$ cat config.mk
export PLATFORM = sky130hd
export DESIGN_NAME = sync_fifo_ctrl
export DESIGN_NICKNAME = d
export VERILOG_FILES = /design/src/rtl/fifo_pkg.sv /design/src/rtl/fifo_mem_dp.sv /design/src/rtl/sync_fifo_ctrl.sv
export SDC_FILE = /design/constraint.sdc
export NUM_CORES = 1
export LEC_CHECK = 0
export BUFFER_PORTS_ARGS = -buffer_cell sky130_fd_sc_hd__buf_2
export CORE_MARGIN = 4
export CORE_UTILIZATION = 60
export DETAILED_ROUTE_END_ITERATION = 16
export GPL_ROUTABILITY_DRIVEN = 0
export HOLD_SLACK_MARGIN = 0.12
export PLACE_DENSITY = 0.87
export SLEW_MARGIN = 20
export SYNTH_ARGS = -nofsm -noshare
export SYNTH_HDL_FRONTEND = slang
export SYNTH_SLANG_ARGS = --single-unit
$ cat constraint.sdc
create_clock -name CLK -period 5.1 [get_ports CLK]
set_input_delay 0.765 -clock CLK [delete_from_list [all_inputs] [get_ports CLK]]
set_output_delay 0.765 -clock CLK [all_outputs]
set_load 0.01 [all_outputs]
$ cat src/rtl/fifo_pkg.sv
// Shared helpers for the FIFO family: pointer sizing, level legality and
// count-to-status decode.
package fifo_pkg;

  typedef struct packed {
    logic wfull;
    logic rempty;
    logic almost_full;
    logic almost_empty;
  } fifo_flags_t;

  // Pointers carry one extra bit so full and empty are distinguishable.
  function automatic int unsigned ptr_width(input int unsigned addr_width);
    return addr_width + 1;
  endfunction

  function automatic bit levels_legal(input int unsigned depth,
                                      input int unsigned af_level,
                                      input int unsigned ae_level);
    return (af_level >= 1) && (af_level <= depth) && (ae_level <= depth - 1);
  endfunction

  function automatic fifo_flags_t flags_decode(input int unsigned count,
                                               input int unsigned depth,
                                               input int unsigned af_level,
                                               input int unsigned ae_level);
    fifo_flags_t f;
    f.wfull        = (count == depth);
    f.rempty       = (count == 0);
    f.almost_full  = (count >= af_level);
    f.almost_empty = (count <= ae_level);
    return f;
  endfunction

endpackage

$ cat src/rtl/fifo_mem_dp.sv
// Simple dual-port storage: synchronous write, registered read with enable.
// The array itself is never reset; only the read register is.
module fifo_mem_dp #(
  parameter int unsigned DATA_WIDTH = 8,
  parameter int unsigned ADDR_WIDTH = 3
) (
  input  logic                  clk_i,
  input  logic                  rst_i,
  input  logic                  we_i,
  input  logic [ADDR_WIDTH-1:0] waddr_i,
  input  logic [DATA_WIDTH-1:0] wdata_i,
  input  logic                  re_i,
  input  logic [ADDR_WIDTH-1:0] raddr_i,
  output logic [DATA_WIDTH-1:0] rdata_o
);

  localparam int unsigned DEPTH = 1 << ADDR_WIDTH;

  logic [DATA_WIDTH-1:0] mem_q [DEPTH];
  logic [DATA_WIDTH-1:0] rdata_q;

  always_ff @(posedge clk_i) begin
    if (we_i) begin
      mem_q[waddr_i] <= wdata_i;
    end
  end

  always_ff @(posedge clk_i) begin
    if (rst_i) begin
      rdata_q <= '0;
    end else if (re_i) begin
      rdata_q <= mem_q[raddr_i];
    end
  end

  assign rdata_o = rdata_q;

endmodule

$ cat src/rtl/sync_fifo_ctrl.sv
// Single-clock FIFO: pointer/count control, status decode and sticky error
// flags around a dual-port storage array with one-cycle registered read.
module sync_fifo_ctrl #(
  parameter int unsigned DATA_WIDTH = 8,
  parameter int unsigned ADDR_WIDTH = 3,
  parameter int unsigned AF_LEVEL   = 6,
  parameter int unsigned AE_LEVEL   = 2
) (
  input  logic                  CLK,
  input  logic                  RST,
  input  logic [DATA_WIDTH-1:0] w_data,
  input  logic                  winc,
  input  logic                  rinc,
  input  logic                  clr_err,
  output logic [DATA_WIDTH-1:0] r_data,
  output logic                  r_valid,
  output logic                  wfull,
  output logic                  rempty,
  output logic                  almost_full,
  output logic                  almost_empty,
  output logic [ADDR_WIDTH:0]   fill_count,
  output logic                  overflow,
  output logic                  underflow
);

  import fifo_pkg::*;

  localparam int unsigned PTR_W    = ptr_width(ADDR_WIDTH);
  localparam int unsigned FIFO_DEP = 1 << ADDR_WIDTH;

  if (!levels_legal(FIFO_DEP, AF_LEVEL, AE_LEVEL)) begin : g_bad_levels
    $error("sync_fifo_ctrl: AF_LEVEL/AE_LEVEL out of range for depth");
  end

  logic [PTR_W-1:0] wr_ptr_q, wr_ptr_d;
  logic [PTR_W-1:0] rd_ptr_q, rd_ptr_d;
  logic [PTR_W-1:0] count_q, count_d;
  logic             r_valid_q, r_valid_d;
  logic             overflow_q, overflow_d;
  logic             underflow_q, underflow_d;
  logic             wr_acc, rd_acc;
  fifo_flags_t      flags;

  // Status is a pure decode of the registered count.
  assign flags = flags_decode(32'(count_q), FIFO_DEP, AF_LEVEL, AE_LEVEL);

  always_comb begin
    wr_acc      = winc & ~flags.wfull;
    rd_acc      = rinc & ~flags.rempty;
    wr_ptr_d    = wr_ptr_q + PTR_W'(wr_acc);
    rd_ptr_d    = rd_ptr_q + PTR_W'(rd_acc);
    count_d     = count_q;
    r_valid_d   = rd_acc;
    overflow_d  = (winc & flags.wfull)  | (overflow_q  & ~clr_err);
    underflow_d = (rinc & flags.rempty) | (underflow_q & ~clr_err);
    if (wr_acc && !rd_acc) begin
      count_d = count_q + PTR_W'(1);
    end else if (rd_acc && !wr_acc) begin
      count_d = count_q - PTR_W'(1);
    end
  end

  always_ff @(posedge CLK) begin
    if (RST) begin
      wr_ptr_q    <= '0;
      rd_ptr_q    <= '0;
      count_q     <= '0;
      r_valid_q   <= 1'b0;
      overflow_q  <= 1'b0;
      underflow_q <= 1'b0;
    end else begin
      wr_ptr_q    <= wr_ptr_d;
      rd_ptr_q    <= rd_ptr_d;
      count_q     <= count_d;
      r_valid_q   <= r_valid_d;
      overflow_q  <= overflow_d;
      underflow_q <= underflow_d;
    end
  end

  // Write and read never target the same live entry, so no bypass is needed.
  fifo_mem_dp #(
    .DATA_WIDTH(DATA_WIDTH),
    .ADDR_WIDTH(ADDR_WIDTH)
  ) u_mem (
    .clk_i  (CLK),
    .rst_i  (RST),
    .we_i   (wr_acc & ~RST),
    .waddr_i(wr_ptr_q[ADDR_WIDTH-1:0]),
    .wdata_i(w_data),
    .re_i   (rd_acc & ~RST),
    .raddr_i(rd_ptr_q[ADDR_WIDTH-1:0]),
    .rdata_o(r_data)
  );

  assign r_valid      = r_valid_q;
  assign wfull        = flags.wfull;
  assign rempty       = flags.rempty;
  assign almost_full  = flags.almost_full;
  assign almost_empty = flags.almost_empty;
  assign fill_count   = count_q;
  assign overflow     = overflow_q;
  assign underflow    = underflow_q;

endmodule
Word-level counts from Yosys, hierarchy flattened --
Memory sizes are Yosys's and may differ from the RTL's. A register that Yosys moved wholly into a read port is not among the register bits. Cells that the tools add are included.
Cells by class: mux-type cells 4, bitwise gates (word level) 14, add/sub/neg operators 4, magnitude comparators 2, reductions and logical operators 6, equal/unequal tests 1
Operators with widths (number):
- $add A4 B1 Y4 | 2
- $and A1 B1 Y1 | 8
- $mux W4 | 2
- $add A4 B1 Y4 const B | 1
- $eq A4 B4 Y1 const B | 1
- $ge A4 B3 Y1 const B | 1
- $le A4 B2 Y1 const B | 1
- $logic_not A4 Y1 | 1
- $not A1 Y1 | 4
- $sub A4 B1 Y4 const B | 1
- $logic_and A1 B1 Y1 | 2
- $logic_not A1 Y1 | 2
- $mux W1 | 2
- $or A1 B1 Y1 | 2
- $reduce_bool A2 Y1 | 1
Storage, ports and cells: bits in writable memories 64, output and inout bits 19, bits in registers 15, memories kept 1, input port bits 13, word-level logic and storage cells 38
Memories:
- u_mem.mem_q | depth 8, bits a word 8, read ports 1, clocked after Yosys merged registers in 1, write ports 1, RTL line fifo_mem_dp.sv:19 | logic [DATA_WIDTH-1:0] mem_q [DEPTH];

Logic depth before layout (Yosys ltp) --
depth after elaboration 7, depth in mapped cells 10, mapped depth without buffers 9

By module --
From an unflattened synthesis, not the netlist that was laid out.
Unflattened totals: cell total of the unflattened synthesis 226, area, all modules 3434.5 um^2
Modules (own cells, without submodules):
- fifo_mem_dp | area each 2812.7 um^2, cells an instance 162, instances 1, seq. area each 2082.0 um^2
- sync_fifo_ctrl | area each 621.8 um^2, cells an instance 64, instances 1, seq. area each 260.2 um^2

Least setup slack after synthesis --
No wires, ideal clock.
path type flip-flop to flip-flop, from register count_q[0] (netlist: fill_count[0]), to register count_q[3] (netlist: fill_count[3]), arrival time 2.681 ns, path slack 2.298 ns, stages on the path, launching flop included 10, period minus slack after synthesis 2.802 ns, library setup time 0.121 ns, path buffers 0, data required time 4.979 ns, cell sequence dfxtp_1 -> nor4b_1 -> and2b_1 -> ha_1 -> inv_1 -> ha_1 -> a21oi_1 -> a211oi_1 -> a31oi_1 -> mux2_2
On the way: cells in the longest elaborated chain, start to end 6, elaborated cells on any way between the ends 15
Ends and longest elaborated chain:
- from (decl) | RTL line sync_fifo_ctrl.sv:37 | logic [PTR_W-1:0] count_q, count_d;
- from (signal assigned) | RTL line sync_fifo_ctrl.sv:74 | count_q <= count_d;
- $eq A4 B4 Y1 * | RTL line fifo_pkg.sv:28 | f.wfull = (count == depth);
- named net wfull | RTL line sync_fifo_ctrl.sv:17 | output logic wfull,
- $not A1 Y1 * | RTL line sync_fifo_ctrl.sv:48 | wr_acc = winc & ~flags.wfull;
- $and A1 B1 Y1 * | RTL line sync_fifo_ctrl.sv:48
- $logic_not A1 Y1 | RTL line sync_fifo_ctrl.sv:58 | end else if (rd_acc && !wr_acc) begin
- $logic_and A1 B1 Y1 | RTL line sync_fifo_ctrl.sv:58
- $reduce_bool A2 Y1 (no line)
The timed path passes the listed nets; every way through them passes the cells marked *. The select of a mux whose other input is x is not followed. A chain may end at the register's enable or synchronous reset.

Worst setup path after layout --
from register count_q[0] (netlist: fill_count[0]), to register count_q[3] (netlist: fill_count[3])
On the way: cells in the longest elaborated chain, start to end 6, elaborated cells on any way between the ends 15
Ends and longest elaborated chain:
- branches (longest 6 deep; another with $sub A4 B1 Y4)
Parallel ways; which one is timed is not known. The select of a mux whose other input is x is not followed.

==> results.cfg <==
[status]
status = finished clean

[worst_hold_path]
min_path_cells = 2
min_to = u_mem.rdata_o[4]
min_path_type = reg2reg
worstHoldStart = u_mem.rdata_o[4]

[power]
clockPowerShare_pct = 27.5
power.share.sequential_pct = 49.6
swShare_pct = 28.7
ir_worst_vdd_uv = 336
powerDensity_nw_per_um2 = 496
power_leakage_nw = 1.31
p_int_mw = 1.32
switching_power_mw = 0.529
power_frac_comb_pct = 22.9

[clock_network]
post_cts_buffers = 0
cts_buffers = 9
cts.path.max_buffers = 2
path_clk_slew_ns = 0.08
worstSkewPairLatency_ns = 0.34
clock-sinks = 85
h-tree-depth = 3
postCtsHoldBufs = 0
cts_resized = 0
tritoncts = done
cts_root_buf = clkbuf_8

[drt]
routedWlPerCell_um = 19.7
drt_pre_antenna_iters = 4
drt-initial-drc-count = 121
vias = 1775
drc = 0
drt-vias-per-instance = 5.78
wirelength_um = 6040
drtAntennaViolNets = 0

[critical_path]
required_ns = 5.33
cp_slowest_cell = nor4b_1
rr_worst_depth = 9
crit_path_end_kind = flop
critPathBufInv = 1
r2r-start = fill_count[0]
cpPeakStageDelay_ns = 0.62
setup.worst_path.start_class = flop
crit_arrival_ns = 3.08
path_common_cell = ha_1
worstPathCellList = nor4b_1 > and2b_1 > ha_1 > inv_1 > ha_1 > a21oi_1 > a211oi_1 > a31oi_1 > mux2_2
r2r_end = fill_count[3]
rrSetupSlack_ns = 2.25
worst-path-max-fanout = 8
path_delay_family = simple AND/OR/NAND/NOR gates
crit_type = reg2reg

[place]
dpl-instance-area_um2 = 3500
portBuffers = 31
dp_hpwl_um = 3690
pre_cts_ws_ns = 2.12

[yosys]
syn_avg_cell_area_um2 = 16.7
netlist_area_um2 = 3290
postSynthCellCount = 197
synth-seq-cells = 85
synth-seq-area-share_pct = 71.1
synth_cell_types = 31
synth_nets = 218
yosys_warnings = 0

[run]
max_cap_viol_count = 0

[sta]
setup_tns_ns = 0
rsz0062_at_grt = false
min_period_ns = 2.85
final-setup-viol-count = 0
hold_viol = 0
slew_headroom_pct = 40.9
slew_violations = 0
fin_crit_sh_pct = 55.8
fmax_ghz = 0.351
fin_ws_ns = 2.25
worst_slew_pin_slew_ns = 0.885
hold_ws_ns = 0.493
fin_skew_ns = 0.00794

[floorplan]
core_area_um2 = 5200
boundaryPins = 32
die_w_um = 82.1
core.rowCount = 26
die_area_um2 = 6740
die_h_um = 82.1
start_util_pct = 63.3

[layout]
syn_to_final_growth_pct = 12.9
drive_above_1_share_pct = 27.4
fillers = 341
final_area_um2 = 3720
diodes = 0
nNetsFinal = 253
multiInputGateArea_um2 = 893
regArea_um2 = 2340

[grt]
grt_overflow = 0
grt_util_all_layers_pct = 19.8
grt_max_degree = 24
antenna_found_initial = 0
grt_first_pass_wirelength_um = 9230
grt_pass1_vias = 1735
==> worst max path at each step <==
stage	startpoint	end	slack, ns	depth (start not counted)
finish	fill_count[0]	fill_count[3]	2.25	9
global route	fill_count[3]	fill_count[3]	2.08	9
CTS	fill_count[0]	fill_count[3]	2.28	9
detailed placement	rinc	fill_count[3]	2.12	10
global placement	rinc	fill_count[3]	2.23	10
floorplan	fill_count[0]	fill_count[3]	2.30	9
==> Yosys cell counts <==
| master | instances | area, µm² |
|---|---|---|
| edfxtp_1 | 64 | 1920 |
| buf_6 | 1 | 11.3 |
| mux4_2 | 16 | 360 |
| dfxtp_1 | 21 | 420 |
| xnor2_1 | 3 | 26.3 |
| clkbuf_1 | 4 | 15.0 |
| inv_1 | 2 | 7.51 |
| clkbuf_2 | 1 | 5.00 |
| and2b_1 | 1 | 7.51 |
| mux2i_1 | 1 | 10.0 |
| a31oi_1 | 1 | 6.26 |
| nor2b_1 | 7 | 43.8 |
| nor2_1 | 25 | 93.8 |
| nor3_1 | 10 | 50.1 |
| buf_4 | 2 | 15.0 |
| nor3b_1 | 1 | 7.51 |
| nand3_1 | 1 | 5.00 |
| nor4_1 | 1 | 6.26 |
| mux2_2 | 1 | 11.3 |
| ha_1 | 7 | 87.6 |
| o41a_1 | 1 | 11.3 |
| fa_1 | 1 | 20.0 |
| nand2b_1 | 4 | 25.0 |
| a21o_1 | 1 | 7.51 |
| buf_2 | 1 | 5.00 |
| o22ai_1 | 8 | 50.1 |
| a21oi_1 | 4 | 20.0 |
| nor4b_1 | 1 | 8.76 |
| xor2_1 | 1 | 8.76 |
| nand2_1 | 3 | 11.3 |
| a211oi_1 | 2 | 15.0 |
==> layer usage <==
metal | routed length [µm] | global-route usage, %
met1 | 2490 | 25.5
met2 | 3050 | 33.4
met3 | 399 | 3.15
met4 | 93 | 8.80
met5 | 0 | 0
==> placed cells by master, fill, tap and decap left out, types with 2 or more instances in the layout <==
master	n
dfxtp_1	20
clkinv_4	2
clkbuf_8	9
inv_1	2
nor2_1	25
bufinv_16	2
edfxtp_1	64
o22ai_1	8
xnor2_1	3
nor2b_1	7
nand2_1	3
a21oi_1	4
buf_4	2
buf_2	31
nand2b_1	4
nor3_1	10
a211oi_1	2
ha_1	7
mux4_2	16
==> power by group through the flow <==
stage	Sequential [mW]	Combinational (mW)	Clock, mW
floorplan	0.891	0.341	0
global placement	0.925	0.406	0
detailed placement	0.929	0.420	0
CTS	0.916	0.427	0.512
global route	0.931	0.469	0.543
finish	0.914	0.423	0.508
==> through the flow <==
step	utilization, %	instances	power [mW]
floorplan	-	197	1.23
global placement	67.3	291	1.33
detailed placement	67.3	291	1.35
CTS	71.4	307	1.86
global route	71.4	307	1.94
finish	71.4	307	1.84
==> registers in the layout, summed over array words and instances (netlist names) <==
name,cells
u_mem.mem_q,64
u_mem.rdata_o,8
fill_count,4
rd_ptr_q,3
wr_ptr_q,3
overflow,1
r_valid,1
underflow,1
==> final cells by class <==
type	count	area share, %
clock buffer	10	3.43
clock inverter	6	2.39
inverter	2	0.202
multi-input combinational	101	24.0
sequential	85	63.0
tap	70	2.36
timing repair buffer	33	4.58
==> cells by family after synthesis <==
logic type,after synthesis,share of synthesized area (%)
AO/OA/AOI/OAI,17,3.34
XOR/XNOR,4,1.06
adder cells (fa/ha/maj),8,3.27
buffers and inverters,11,1.78
flip-flops,85,71.1
multiplexers,18,11.6
AND/OR/NAND/NOR,54,7.86
==> worst register-to-register path, cell delays in order (launching register included) <==
cell	delay [ns]
dfxtp_1	0.40
nor4b_1	0.62
and2b_1	0.28
ha_1	0.20
inv_1	0.12
ha_1	0.28
a21oi_1	0.21
a211oi_1	0.10
a31oi_1	0.18
mux2_2	0.36
No activity file was read; power rests on OpenSTA's default activity.
